$ cat src/rtl/booth_mult_seq.sv
// Sequential signed 8x8 -> 16 radix-2 Booth multiplier.
// One add/sub plus arithmetic shift per clock, single-cycle done pulse.
module booth_mult_seq (
    input  logic        clk,
    input  logic        rst,
    input  logic        start,
    input  logic [7:0]  multiplicand,
    input  logic [7:0]  multiplier,
    output logic        busy,
    output logic        done,
    output logic [15:0] product
);

    typedef enum logic [1:0] {
        IDLE = 2'd0,
        RUN  = 2'd1,
        DONE = 2'd2
    } state_t;

    state_t      state;
    state_t      state_nx;
    logic [8:0]  a;
    logic [8:0]  m;
    logic [7:0]  q;
    logic        q_1;
    logic [3:0]  cnt;
    logic [8:0]  a_sum;
    logic [8:0]  a_nx;
    logic [7:0]  q_nx;
    logic        last;

    assign last = (cnt == 4'd7);
    assign busy = (state == RUN);
    assign done = (state == DONE);

    // Subtract step adds the 9-bit two's complement of M, so -(-128) fits.
    always_comb begin
        a_sum = a;
        unique case ({q[0], q_1})
            2'b01:   a_sum = a + m;
            2'b10:   a_sum = a + (~m + 9'd1);
            default: a_sum = a;
        endcase
    end

    assign a_nx = {a_sum[8], a_sum[8:1]};
    assign q_nx = {a_sum[0], q[7:1]};

    always_comb begin
        state_nx = state;
        unique case (state)
            IDLE:    state_nx = start ? RUN : IDLE;
            RUN:     state_nx = last ? DONE : RUN;
            DONE:    state_nx = start ? RUN : IDLE;
            default: state_nx = IDLE;
        endcase
    end

    always_ff @(posedge clk or posedge rst) begin
        if (rst) state <= IDLE;
        else     state <= state_nx;
    end

    always_ff @(posedge clk or posedge rst) begin
        if (rst) begin
            a       <= '0;
            m       <= '0;
            q       <= '0;
            q_1     <= 1'b0;
            cnt     <= '0;
            product <= '0;
        end else begin
            unique case (state)
                IDLE, DONE: begin
                    if (start) begin
                        m   <= {multiplicand[7], multiplicand};
                        q   <= multiplier;
                        a   <= '0;
                        q_1 <= 1'b0;
                        cnt <= '0;
                    end
                end
                RUN: begin
                    a   <= a_nx;
                    q   <= q_nx;
                    q_1 <= q[0];
                    cnt <= cnt + 4'd1;
                    if (last) product <= {a_nx[7:0], q_nx};
                end
                default: ;
            endcase
        end
    end

endmodule

$ cat config.mk
export PLATFORM = sky130hd
export DESIGN_NAME = booth_mult_seq
export DESIGN_NICKNAME = d
export VERILOG_FILES = /design/src/rtl/booth_mult_seq.sv
export SDC_FILE = /design/constraint.sdc
export NUM_CORES = 1
export LEC_CHECK = 0
export ABC_AREA = 1
export ABC_CLOCK_PERIOD_IN_PS = 2500
export CORE_ASPECT_RATIO = 1.4
export CORE_MARGIN = 1.5
export CORE_UTILIZATION = 55
export DETAILED_ROUTE_END_ITERATION = 16
export HOLD_SLACK_MARGIN = 0.03
export PLACE_DENSITY_LB_ADDON = 0.15
export SYNTH_ARGS = -nofsm -noshare
export SYNTH_HDL_FRONTEND = slang
export SYNTH_SLANG_ARGS = --single-unit
$ cat constraint.sdc
create_clock -name clk -period 2.5 [get_ports clk]
set_input_delay 0.5 -clock clk [delete_from_list [all_inputs] [get_ports clk]]
set_output_delay 0.5 -clock clk [all_outputs]
set_load 0.01 [all_outputs]
==> After elaboration in Yosys (flattened, before gate mapping) <==
Index checks and enable logic that the tools add are counted.
{ "word_totals": {"inputBits": 19, "ram_bits": 0, "latchBits": 0, "mem_bits_ro": 0, "out_inout_bits": 18, "ff_bits": 48, "mem_count": 0, "word_cells": 36} }
{ "op_classes": {"reduce_logical": 6, "add_sub_neg": 4, "n_shift": 0, "n_eq_ne": 6, "n_mul": 0, "mux": 12, "bitwise_logic": 1, "div": 0, "n_lt_le_gt_ge": 0} }
{ "op_table": {"columns": ["cell", "count"], "rows": [
  ["9-bit one-hot mux with 2 select lines", 2],
  ["9-bit adder", 2],
  ["8-bit one-hot mux with 2 select lines", 1],
  ["9-bit by 1-bit adder with 9-bit output, second input constant", 1],
  ["9-bit 2-to-1 mux", 1],
  ["9-bit NOT", 1],
  ["8-bit 2-to-1 mux", 1],
  ["4-bit one-hot mux with 2 select lines", 1],
  ["2-bit AND reduction", 3],
  ["4-bit by 1-bit adder with 4-bit output, second input constant", 1],
  ["2-bit by 1-bit == test with 1-bit output, second input constant", 2],
  ["2-bit == test, second input constant", 2],
  ["4-bit by 3-bit == test with 1-bit output, second input constant", 1],
  ["4-bit 2-to-1 mux", 1],
  ["2-bit one-hot mux with 2 select lines", 1],
  ["2-bit zero test", 1],
  ["1-bit 2-to-1 mux", 2],
  ["2-bit 2-to-1 mux", 1],
  ["2-bit by 1-bit != test with 1-bit output, second input constant", 1],
  ["1-bit one-hot mux with 2 select lines", 1],
  ["2-bit nonzero test", 1],
  ["2-bit OR reduction", 1]
]} }

==> Logic depth before layout (Yosys ltp) <==
Gate-level depths: netlist (run 1).
{ "depth": {"ltp_word": 5, "depth_mapped": 15, "depth_no_buf": 15} }

==> Worst setup path before layout (run 1) <==
No wires, ideal clock.
{ "synth_path": {"path_kind": "flip-flop to flip-flop", "from": "register a[0]", "to": "register product[15]", "setup_ns": 0.118, "path_stages_with_launch": 16, "n_path_buf": 0, "period_less_slack_ns": 1.759, "arrival_ns": 1.641, "slack_ns": 0.741, "cell_sequence": "dfrtp_1 > inv_1 > ha_1 > fa_1 > inv_1 > nand3_1 > nand2_1 > nand2_1 > nand2_1 > nand2_1 > nand3_1 > nand2_1 > nand2_1 > nand2_1 > nand2_1 > nand2_1"} }
{ "synth_via": {"elab_chain_len": 2, "word_cells_on_any_way": 3, "cone_classes": "add/sub (2); mux (1)"} }
{ "synth_lines": {"columns": ["element", "line", "source"], "rows": [
  ["start: declaration", "22", "logic [8:0] a;"],
  ["start signal: assignment", "84", "a <= a_nx;"],
  ["9-bit adder, on equally long branches", "41, 40", null],
  ["9-bit one-hot mux with 2 select lines (*)", "39", "unique case ({q[0], q_1})"],
  ["end signal: assignment", "88", "if (last) product <= {a_nx[7:0], q_nx};"],
  ["end: declaration", "11", "output logic [15:0] product"]
]} }
Mark *: on every way between the ends. The rest lies on a longest branch, timed or not.
A chain may end at the register's enable or synchronous reset.

==> Worst setup path in the final report (run 1) <==
Ends and elaborated chain as after synthesis.

==> results of run 1 <==
## through the flow
| stage | hold WS, ps | area (sq um) | std cells |
|---|---|---|---|
| after floorplan | 441 | 2820 | 368 |
| after global placement | 459 | 3230 | 461 |
| after detailed placement | 460 | 3230 | 461 |
| after CTS | 477 | 3330 | 469 |
| after global routing | 483 | 3330 | 469 |
| final | 477 | 3330 | 469 |
## metal layers
metal / routed length (microns) / up-vias
met5: 0 / -
met4: 66 / 0
met3: 233 / 5
met2: 3400 / 51
met1: 2740 / 1186
li1: - / 1255
## cell usage after synthesis, types with 2 or more instances
library cell,n,area (sq um)
sky130_fd_sc_hd__nand2_1,105,394
sky130_fd_sc_hd__inv_1,48,180
sky130_fd_sc_hd__dfrtp_1,47,1180
sky130_fd_sc_hd__nand3_1,44,220
sky130_fd_sc_hd__nor2_1,21,78.8
sky130_fd_sc_hd__ha_1,19,238
sky130_fd_sc_hd__a21oi_1,18,90.1
sky130_fd_sc_hd__o21ai_0,17,85.1
sky130_fd_sc_hd__o221ai_1,8,70.1
sky130_fd_sc_hd__buf_4,4,30.0
sky130_fd_sc_hd__inv_2,4,15.0
sky130_fd_sc_hd__or2_2,4,25.0
sky130_fd_sc_hd__buf_2,3,15.0
sky130_fd_sc_hd__clkbuf_1,3,11.3
sky130_fd_sc_hd__o211ai_1,3,22.5
sky130_fd_sc_hd__o22ai_1,3,18.8
sky130_fd_sc_hd__buf_6,2,22.5
sky130_fd_sc_hd__fa_1,2,40.0
sky130_fd_sc_hd__nand2_2,2,12.5
sky130_fd_sc_hd__nand4_1,2,12.5
## state kept, by name, summed over array words and instances, names as in the netlist
signal   count
product     16
a            8
state        2
m            8
cnt          4
q            8
q_1          1
## cell families (layout without fill, tap and decap cells)
family                   Yosys count  in the layout  share of synthesized area (%)
multiplexers                       1              1                          0.399
AO/OA/AOI/OAI                     52             52                           11.0
buffers and inverters             65            102                           9.84
flip-flops                        47             47                           41.7
AND/OR/NAND/NOR                  182            182                           27.2
adder cells (fa/ha/maj)           21             21                           9.84
## final cells by class
| type | count | area [sq um] | share of cell area [%] |
|---|---|---|---|
| clock buffers | 8 | 100 | 3.00 |
| flip-flops and latches | 47 | 1180 | 35.3 |
| well taps | 64 | 80.1 | 2.40 |
| inverters | 53 | 199 | 5.97 |
| repair buffers | 41 | 410 | 12.3 |
| multi-input cells | 256 | 1370 | 41.1 |
## power by group through the flow
| stage | registers (mW) | logic, mW | clock network [mW] |
|---|---|---|---|
| finish | 1.36 | 3.02 | 0.489 |
| global route | 1.41 | 3.38 | 0.532 |
| CTS | 1.36 | 3.01 | 0.501 |
| detailed placement | 1.36 | 2.99 | 0 |
| global placement | 1.35 | 2.90 | 0 |
| floorplan | 1.38 | 2.15 | 0 |
## how the worst max path moves through the flow
stage | end | slack [ps] | depth (start not counted)
2_1_floorplan | product[15]$_DFFE_PP0P_ | 740 | 15
3_3_place_gp | q[1]$_DFFE_PP0P_ | 520 | 5
3_5_place_dp | product[15]$_DFFE_PP0P_ | 460 | 15
4_1_cts | product[15]$_DFFE_PP0P_ | 420 | 15
5_1_grt | product[14]$_DFFE_PP0P_ | 260 | 13
6_report | product[15]$_DFFE_PP0P_ | 390 | 15
## placed cells by master (no fill, tap or decap), types with 3 or more instances in the layout
cell / synthesis / final
sky130_fd_sc_hd__ha_1: 19 / 19
sky130_fd_sc_hd__inv_2: 4 / 5
sky130_fd_sc_hd__o211ai_1: 3 / 3
sky130_fd_sc_hd__inv_1: 48 / 47
sky130_fd_sc_hd__clkdlybuf4s50_1: 0 / 36
sky130_fd_sc_hd__buf_4: 4 / 4
sky130_fd_sc_hd__nand2_1: 105 / 105
sky130_fd_sc_hd__nor2_1: 21 / 21
sky130_fd_sc_hd__o22ai_1: 3 / 3
sky130_fd_sc_hd__clkbuf_8: 0 / 7
sky130_fd_sc_hd__o221ai_1: 8 / 8
sky130_fd_sc_hd__or2_2: 4 / 4
sky130_fd_sc_hd__nand3_1: 44 / 44
sky130_fd_sc_hd__dfrtp_1: 47 / 47
sky130_fd_sc_hd__o21ai_0: 17 / 17
sky130_fd_sc_hd__a21oi_1: 18 / 18
## worst reg2reg max path, delay by kind of cell, from the launching register on
kind	cells	cell delay, ps
flops	1	380
fa+ha+maj	2	610
buf+inv	2	190
simple gates	11	820
==> impl_summary.md, run 1 <==
Global routing
The number of antenna violations at the first check in global routing is 0. Global routing used 28.6% of the available met1 tracks. The busiest metal layer after global routing is met2. The largest net degree at the start of global routing is 28.

In the global route stage, met2 resource usage came out at 44.0%. The first global-routing pass estimated 10.5 mm of wire. Global routing consumed, on the met3 layer, 4.37% of the routing resources. The via count of the first global-routing pass came to 2380. Summed over all layers, the global routing overflow is 0. Global routing used 24.2% of the available tracks.

Worst setup path
The combined buffer and inverter count along the critical path is 2. The signal on the critical path passes through inv_1, ha_1, fa_1, inv_1, nand3_1, nand2_1, nand2_1, nand2_1, nand2_1, nand3_1, nand2_1, nand2_1, nand2_1, nand2_1, nand2_1. The category of the worst setup path capture point is a flip-flop.

At the worst endpoint, the required time is 2680 ps. Counting cells, the worst reg-to-reg path comes to 15. For this design, the slowest cell found on the critical path is sky130_fd_sc_hd__dfrtp_1. Tracing the worst setup path back leads to its startpoint at a[0]$_DFFE_PP0P_. The gate family responsible for the most delay along the worst path is simple AND/OR/NAND/NOR gates. The startpoint identified for the worst register-to-register timing path is a[0]$_DFFE_PP0P_.

STA puts the critical path data arrival time at 2290 ps. Of all nets on the critical path, the largest fanout is 3. On the worst path, the slowest cell contributes a delay of 380 ps. The reg-to-reg endpoint is product[15]$_DFFE_PP0P_. The worst setup path is launched from a flip-flop.

Among the stages of the critical path, the cell type that occurs most often is sky130_fd_sc_hd__nand2_1. The class of the most critical setup path is reg2reg. The flop-to-flop setup slack is 390 ps.

Power
The analysis attributes to net switching a power of 2.31 mW. Overall power consumption after layout is estimated at 4.87 mW. Sequential cells account for 27.9% of the total power. The combinational group share of total power is 62.0%. The power density over the cells is 1460 nW/um^2. VDD sags by at most 0.801 mV. The clock network burns 10.1% of the power.

Net switching is 47.5% of the power. The static power due to leakage is 1.72 nW. The internal power of the cells totals 2.56 mW.

Die
The total die area is 5580 sq um. The region available for standard cell placement spans 4880 sq um. The top-level I/O count is 37. The starting density of the core is 57.8%.

In this run the horizontal extent of the chip is 63.5 microns. The floorplan has 30 rows. The floorplan die height is 87.8 microns.

Routing
The number of DRC violations after detailed-routing iteration 0 is 167. The total via count in the routed design is 2497. The count of nets left with antenna violations once routing finished came out at 0.

Using the TritonRoute via totals, the vias-per-cell ratio works out to 5.32. The routed design has 6.44 mm of wire. The pre-antenna-repair detailed-routing pass consisted of 5 iterations.

In the routed design, unresolved DRC markers number 0. The average wire per standard cell is 13.7 microns.

Clock network
The H-tree was split into 2 levels. The clock reaches the later pin of the worst-skew pair after 290 ps. The number of sinks handled by clock tree synthesis is 47.

Once the clock tree was built, the resizer swapped 0 gates to a different size. The cell sitting at the root of the clock tree is a sky130_fd_sc_hd__clkbuf_8. The number of hold buffers added after CTS was 0.

TritonCTS built the clock tree. The maximum clock path buffer count is 2. TritonCTS created 5 clock buffers. The buffer count from post-CTS setup fixing is 0.

The clock-pin slew on the worst setup and hold paths is 90 ps.

Final layout
The number of diodes is 0. The layout has 439 filler cells. The area overhead of the layout relative to synthesis is 18.1%. The post-route netlist has 6.42% of its cells at a drive strength greater than 1. The final-stage net count is 444.

The core utilization of the finished layout is 68.3%.

Synthesis
Summing the sequential cell areas from Yosys gives 41.7% of the chip area. After synthesis, the netlist uses 29 different library cells. The post-synthesis sequential element count is 47. The number of enable flip-flop cells after synthesis is 0. For this run, the leading register cell type out of synthesis is sky130_fd_sc_hd__dfrtp_1. Counting every net in the synthesized netlist gives 408. The synthesized netlist cell count is 368.

The synthesized netlist occupies a cell area of 2820 sq um. Dividing the synthesized area by the synthesized cell count gives 7.67 sq um. The share of synthesized flip-flops with an asynchronous set or reset is 100%. For this run, the number of Yosys warnings is 0.

Placed design
In this run the tool buffered the top-level ports with 36 buffer cells. Prior to clock tree synthesis, the placed netlist has a worst setup slack of 461 ps. Summed over all nets, the half-perimeter wirelength after detailed placement is 4.83 mm. The last weighted congestion value of the routability-driven placer is 0.841.

STA
The share of the clock period used by the worst path after layout is 84.2%. Setup repair after global routing left no endpoint under its margin. The minimum period implied by the final worst setup slack is 2110 ps.

Setup violations remaining at the end of the flow were counted as 0. The count of endpoints failing hold in the final timing report came to 0. For the pin with the worst max-slew slack, the measured transition is 595 ps.

The clock skew after layout is 8.87 ps. Adding up every negative setup slack in the final design gives 0 ps. The headroom to the max-slew limit is 60.3%. The minimum setup slack in the final design is 394 ps. Static timing analysis puts the maximum clock frequency at 475 MHz. The count of final max-slew check failures is 0.

Worst hold path
In this run the worst hold path is classified as reg2reg. The startpoint of the tightest hold check path is cnt[3]$_DFFE_PP0P_. Along the worst hold path, the cell count comes to 1. The sink of the worst hold path is cnt[3]$_DFFE_PP0P_.

Flow run
The tool flagged a number of max-cap violations equal to 0.

Run status
The run finished with clean final reports.
Power figures use the tool's default switching activity.
==> inputs of run 2 (changes only) <==
ABC_CLOCK_PERIOD_IN_PS = 2100   (was 2500)
clock period = 2.1 ns   (was 2.5 ns; I/O delays follow)
==> run 2 against run 1 <==
Global-route usage increased by 0.32 points. Sequential power increased by 20%. Largest cell class unchanged. Combinational power increased by 22%. Sequential cell count unchanged. Via count increased by 1.5%. Largest power group unchanged.
==> impl_summary.md, run 2 (synthesis gave the netlist of run 1 again) <==
Run status
The run finished with clean final reports.

Global routing
The via count of the first global-routing pass is 2403 (+0.97%). The number of antenna violations at the first check in global routing was 0 (unchanged). The largest net degree at the start of global routing is 48 (+71%).

The total overflow reported by the global router is 0 (unchanged). The overall track demand over capacity in global routing is 24.5% (+0.32 points). The global-route wire length before repair is 10.9 mm (+3.8%).

Routing
The average wire per standard cell is 13.6 microns (-1.3%). The total via count in the routed design is 2534 (+1.5%). The number of iterations in the first detailed-routing pass came to 4 (-1). The sum of routed wire length over all layers is 6.42 mm (-0.28%). The number of antenna-violating nets in the routed design was 0 (unchanged). The number of DRC violations after detailed-routing iteration 0 is 195 (+17%). The post-route DRC violation count is 0 (unchanged). The vias per cell is 5.35 (+0.41%).

Worst setup path
The flop-to-flop setup slack was 160 ps (-240 ps). The kind of cell with the highest combined delay along the critical path is simple AND/OR/NAND/NOR gates. The depth of the worst register-to-register path was 13 (-2). The cell that appears most often on the critical path is sky130_fd_sc_hd__nand3_1. The combined buffer and inverter count along the critical path is 2 (unchanged). The reg-to-reg critical path startpoint is a[0]$_DFFE_PP0P_. The critical path is of the reg2reg type. The highest cell delay on the worst timing path is 360 ps (-20 ps). The timing startpoint of the critical path is a[0]$_DFFE_PP0P_. The data required time of the worst path is 2290 ps (-390 ps). The arrival time at the worst endpoint was 2140 ps (-150 ps). The reg-to-reg endpoint is product[13]$_DFFE_PP0P_. Walking the worst path, the cells encountered are inv_1, ha_1, fa_2, inv_2, nand3_2, nand2_2, nand3_1, nand2_1, nand2_1, nand3_1, nand3_1, nand3_1, nand2_1.

The critical path launch point type is a flip-flop. The category of the worst setup path capture point is a flip-flop. The largest fanout on the critical path is 3 (unchanged). For this design, the slowest cell found on the critical path is sky130_fd_sc_hd__dfrtp_1.

STA
The number of endpoints failing setup at the final stage came to 0 (unchanged). The actual slew at the worst max-slew pin is 406 ps (-189 ps). The count of final max-slew check failures is 0 (unchanged). The count of endpoints failing hold in the final timing report is 0 (unchanged). The minimum setup slack in the final design is 156 ps (-239 ps).

Setup repair after global routing left no endpoint under its margin. The post-route setup TNS is 0 ps (unchanged). The share of the clock period used by the worst path after layout came to 92.6% (+8.4 points).

The clock skew after layout is 10.1 ps (+1.25 ps). The fmax is 514 MHz (+8.3%). The minimum period implied by the final worst setup slack is 1940 ps (-161 ps). The headroom to the max-slew limit was 72.9% (+13 points).

Final layout
The fraction of layout instances using a drive strength above 1 is 9.27% (+2.8 points). The multi-input combinational cell area is 1390 sq um (+1.3%). The core utilization of the finished layout came to 69.2% (+0.82 points).

The number of inserted filler cells in the final layout was 415 (-5.5%). The most common cell after layout, fill and taps aside is sky130_fd_sc_hd__nand2_1. The flip-flop count of the largest register after layout is 16 (unchanged).

The register ranked first by flip-flop count is product. From synthesis to final layout, the design area changed by 19.5%. The area of all sequential standard cells is 1180 sq um (unchanged). The final-stage net count is 449 (+1.1%).

The top cell types in the final layout, fill and taps aside, are 103 x sky130_fd_sc_hd__nand2_1, 47 x sky130_fd_sc_hd__dfrtp_1, 46 x sky130_fd_sc_hd__inv_1. The number of diodes is 0 (unchanged).

Power
The static power due to leakage is 1.73 nW (+0.59%). The peak supply drop is 0.878 mV (+9.7%). The power density over the cells is 1740 nW/um^2 (+19%).

Worst hold path
The tightest min-delay check is of the in2async type.

Die
The total die area was 5580 sq um (unchanged). The top-level I/O count is 37 (unchanged). The core outline area is 4880 sq um (unchanged). The number of rows in the core area is 30 (unchanged). The starting density of the core is 57.8% (unchanged). The floorplan die height is 87.8 microns (unchanged). The horizontal extent of the die is 63.5 microns (unchanged).

Clock network
The maximum level of the CTS H-tree came to 2 (unchanged). The maximum clock path buffer count came to 2 (unchanged). TritonCTS built the clock tree. The number of sinks handled by clock tree synthesis is 47 (unchanged). The worst-skew pair later-pin latency is 300 ps (about the same). The clock-pin slew on the worst setup and hold paths was 90 ps (about the same). The root cell of the clock tree is sky130_fd_sc_hd__clkbuf_8. The CTS buffer count is 5 (unchanged).

Placed design
The last weighted congestion value of the routability-driven placer was 0.922 (+9.5%). The count of input and output buffers is 36 (unchanged). The half-perimeter wire length of the detailed placement result is 4.79 mm (-0.75%). The pre-CTS worst setup slack is 103 ps (-358 ps).

Flow run
The max-cap violation count is 0 (unchanged).
-- run 2: cell types whose count changed in the layout (fill, tap and decap cells not counted), moves of 2 or more --
cell	previous run	this run
sky130_fd_sc_hd__fa_2	0	2
sky130_fd_sc_hd__buf_4	4	9
sky130_fd_sc_hd__nand2_2	2	4
sky130_fd_sc_hd__clkbuf_8	7	5
sky130_fd_sc_hd__nand2_1	105	103
sky130_fd_sc_hd__fa_1	2	0
-- run 2: area by class of cell --
type | instances | share of cell area, %
clock inverter | 2 | 0.371
tap | 64 | 2.37
sequential | 47 | 34.9
clock buffer | 6 | 2.15
inverter | 53 | 5.90
multi-input combinational | 256 | 41.1
timing repair buffer | 46 | 13.3
-- run 2: per-layer routing --
layer	GRT usage (%)	share of wire, %
met2	43.1	53
met4	6.92	1.5
met5	0	0
met3	4.37	4.2
met1	31.1	42
-- run 2: report_power, final --
group | internal [mW] | switching [mW]
sequential | 1.34 | 0.283
clock | 0.233 | 0.310
combinational | 1.48 | 2.21
-- run 2: timing repair --
action,4_1_cts,5_1_grt
setup endpoints to repair,0,4
setup buffers,0,1
hold buffers,0,0
gates resized for setup,0,7
-- run 2: worst register-to-register path, cell delays in order (launching register included) --
cell                      delay, ps
sky130_fd_sc_hd__dfrtp_1        360
sky130_fd_sc_hd__inv_1           70
sky130_fd_sc_hd__ha_1           240
sky130_fd_sc_hd__fa_2           350
sky130_fd_sc_hd__inv_2           80
sky130_fd_sc_hd__nand3_2         80
sky130_fd_sc_hd__nand2_2         90
sky130_fd_sc_hd__nand3_1         90
sky130_fd_sc_hd__nand2_1         80
sky130_fd_sc_hd__nand2_1         50
sky130_fd_sc_hd__nand3_1         70
sky130_fd_sc_hd__nand3_1        100
sky130_fd_sc_hd__nand3_1        100
sky130_fd_sc_hd__nand2_1         60
-- run 2: worst max path at each step --
| stage | depth (start not counted) | endpoint |
|---|---|---|
| finish | 13 | product[13]$_DFFE_PP0P_ |
| global route | 13 | product[15]$_DFFE_PP0P_ |
| CTS | 13 | product[13]$_DFFE_PP0P_ |
| detailed placement | 13 | product[13]$_DFFE_PP0P_ |
| global placement | 13 | product[13]$_DFFE_PP0P_ |
| floorplan | 15 | product[15]$_DFFE_PP0P_ |
-- run 2: through the flow --
stage               hold slack [ps]  power (mW)  instance area [sq um]  std cells
floorplan                       441        4.20                   2820        368
global placement                460        5.14                   3260        465
detailed placement              465        5.21                   3260        465
CTS                             475        5.77                   3350        473
global route                    505        6.44                   3370        474
finish                          462        5.86                   3370        474
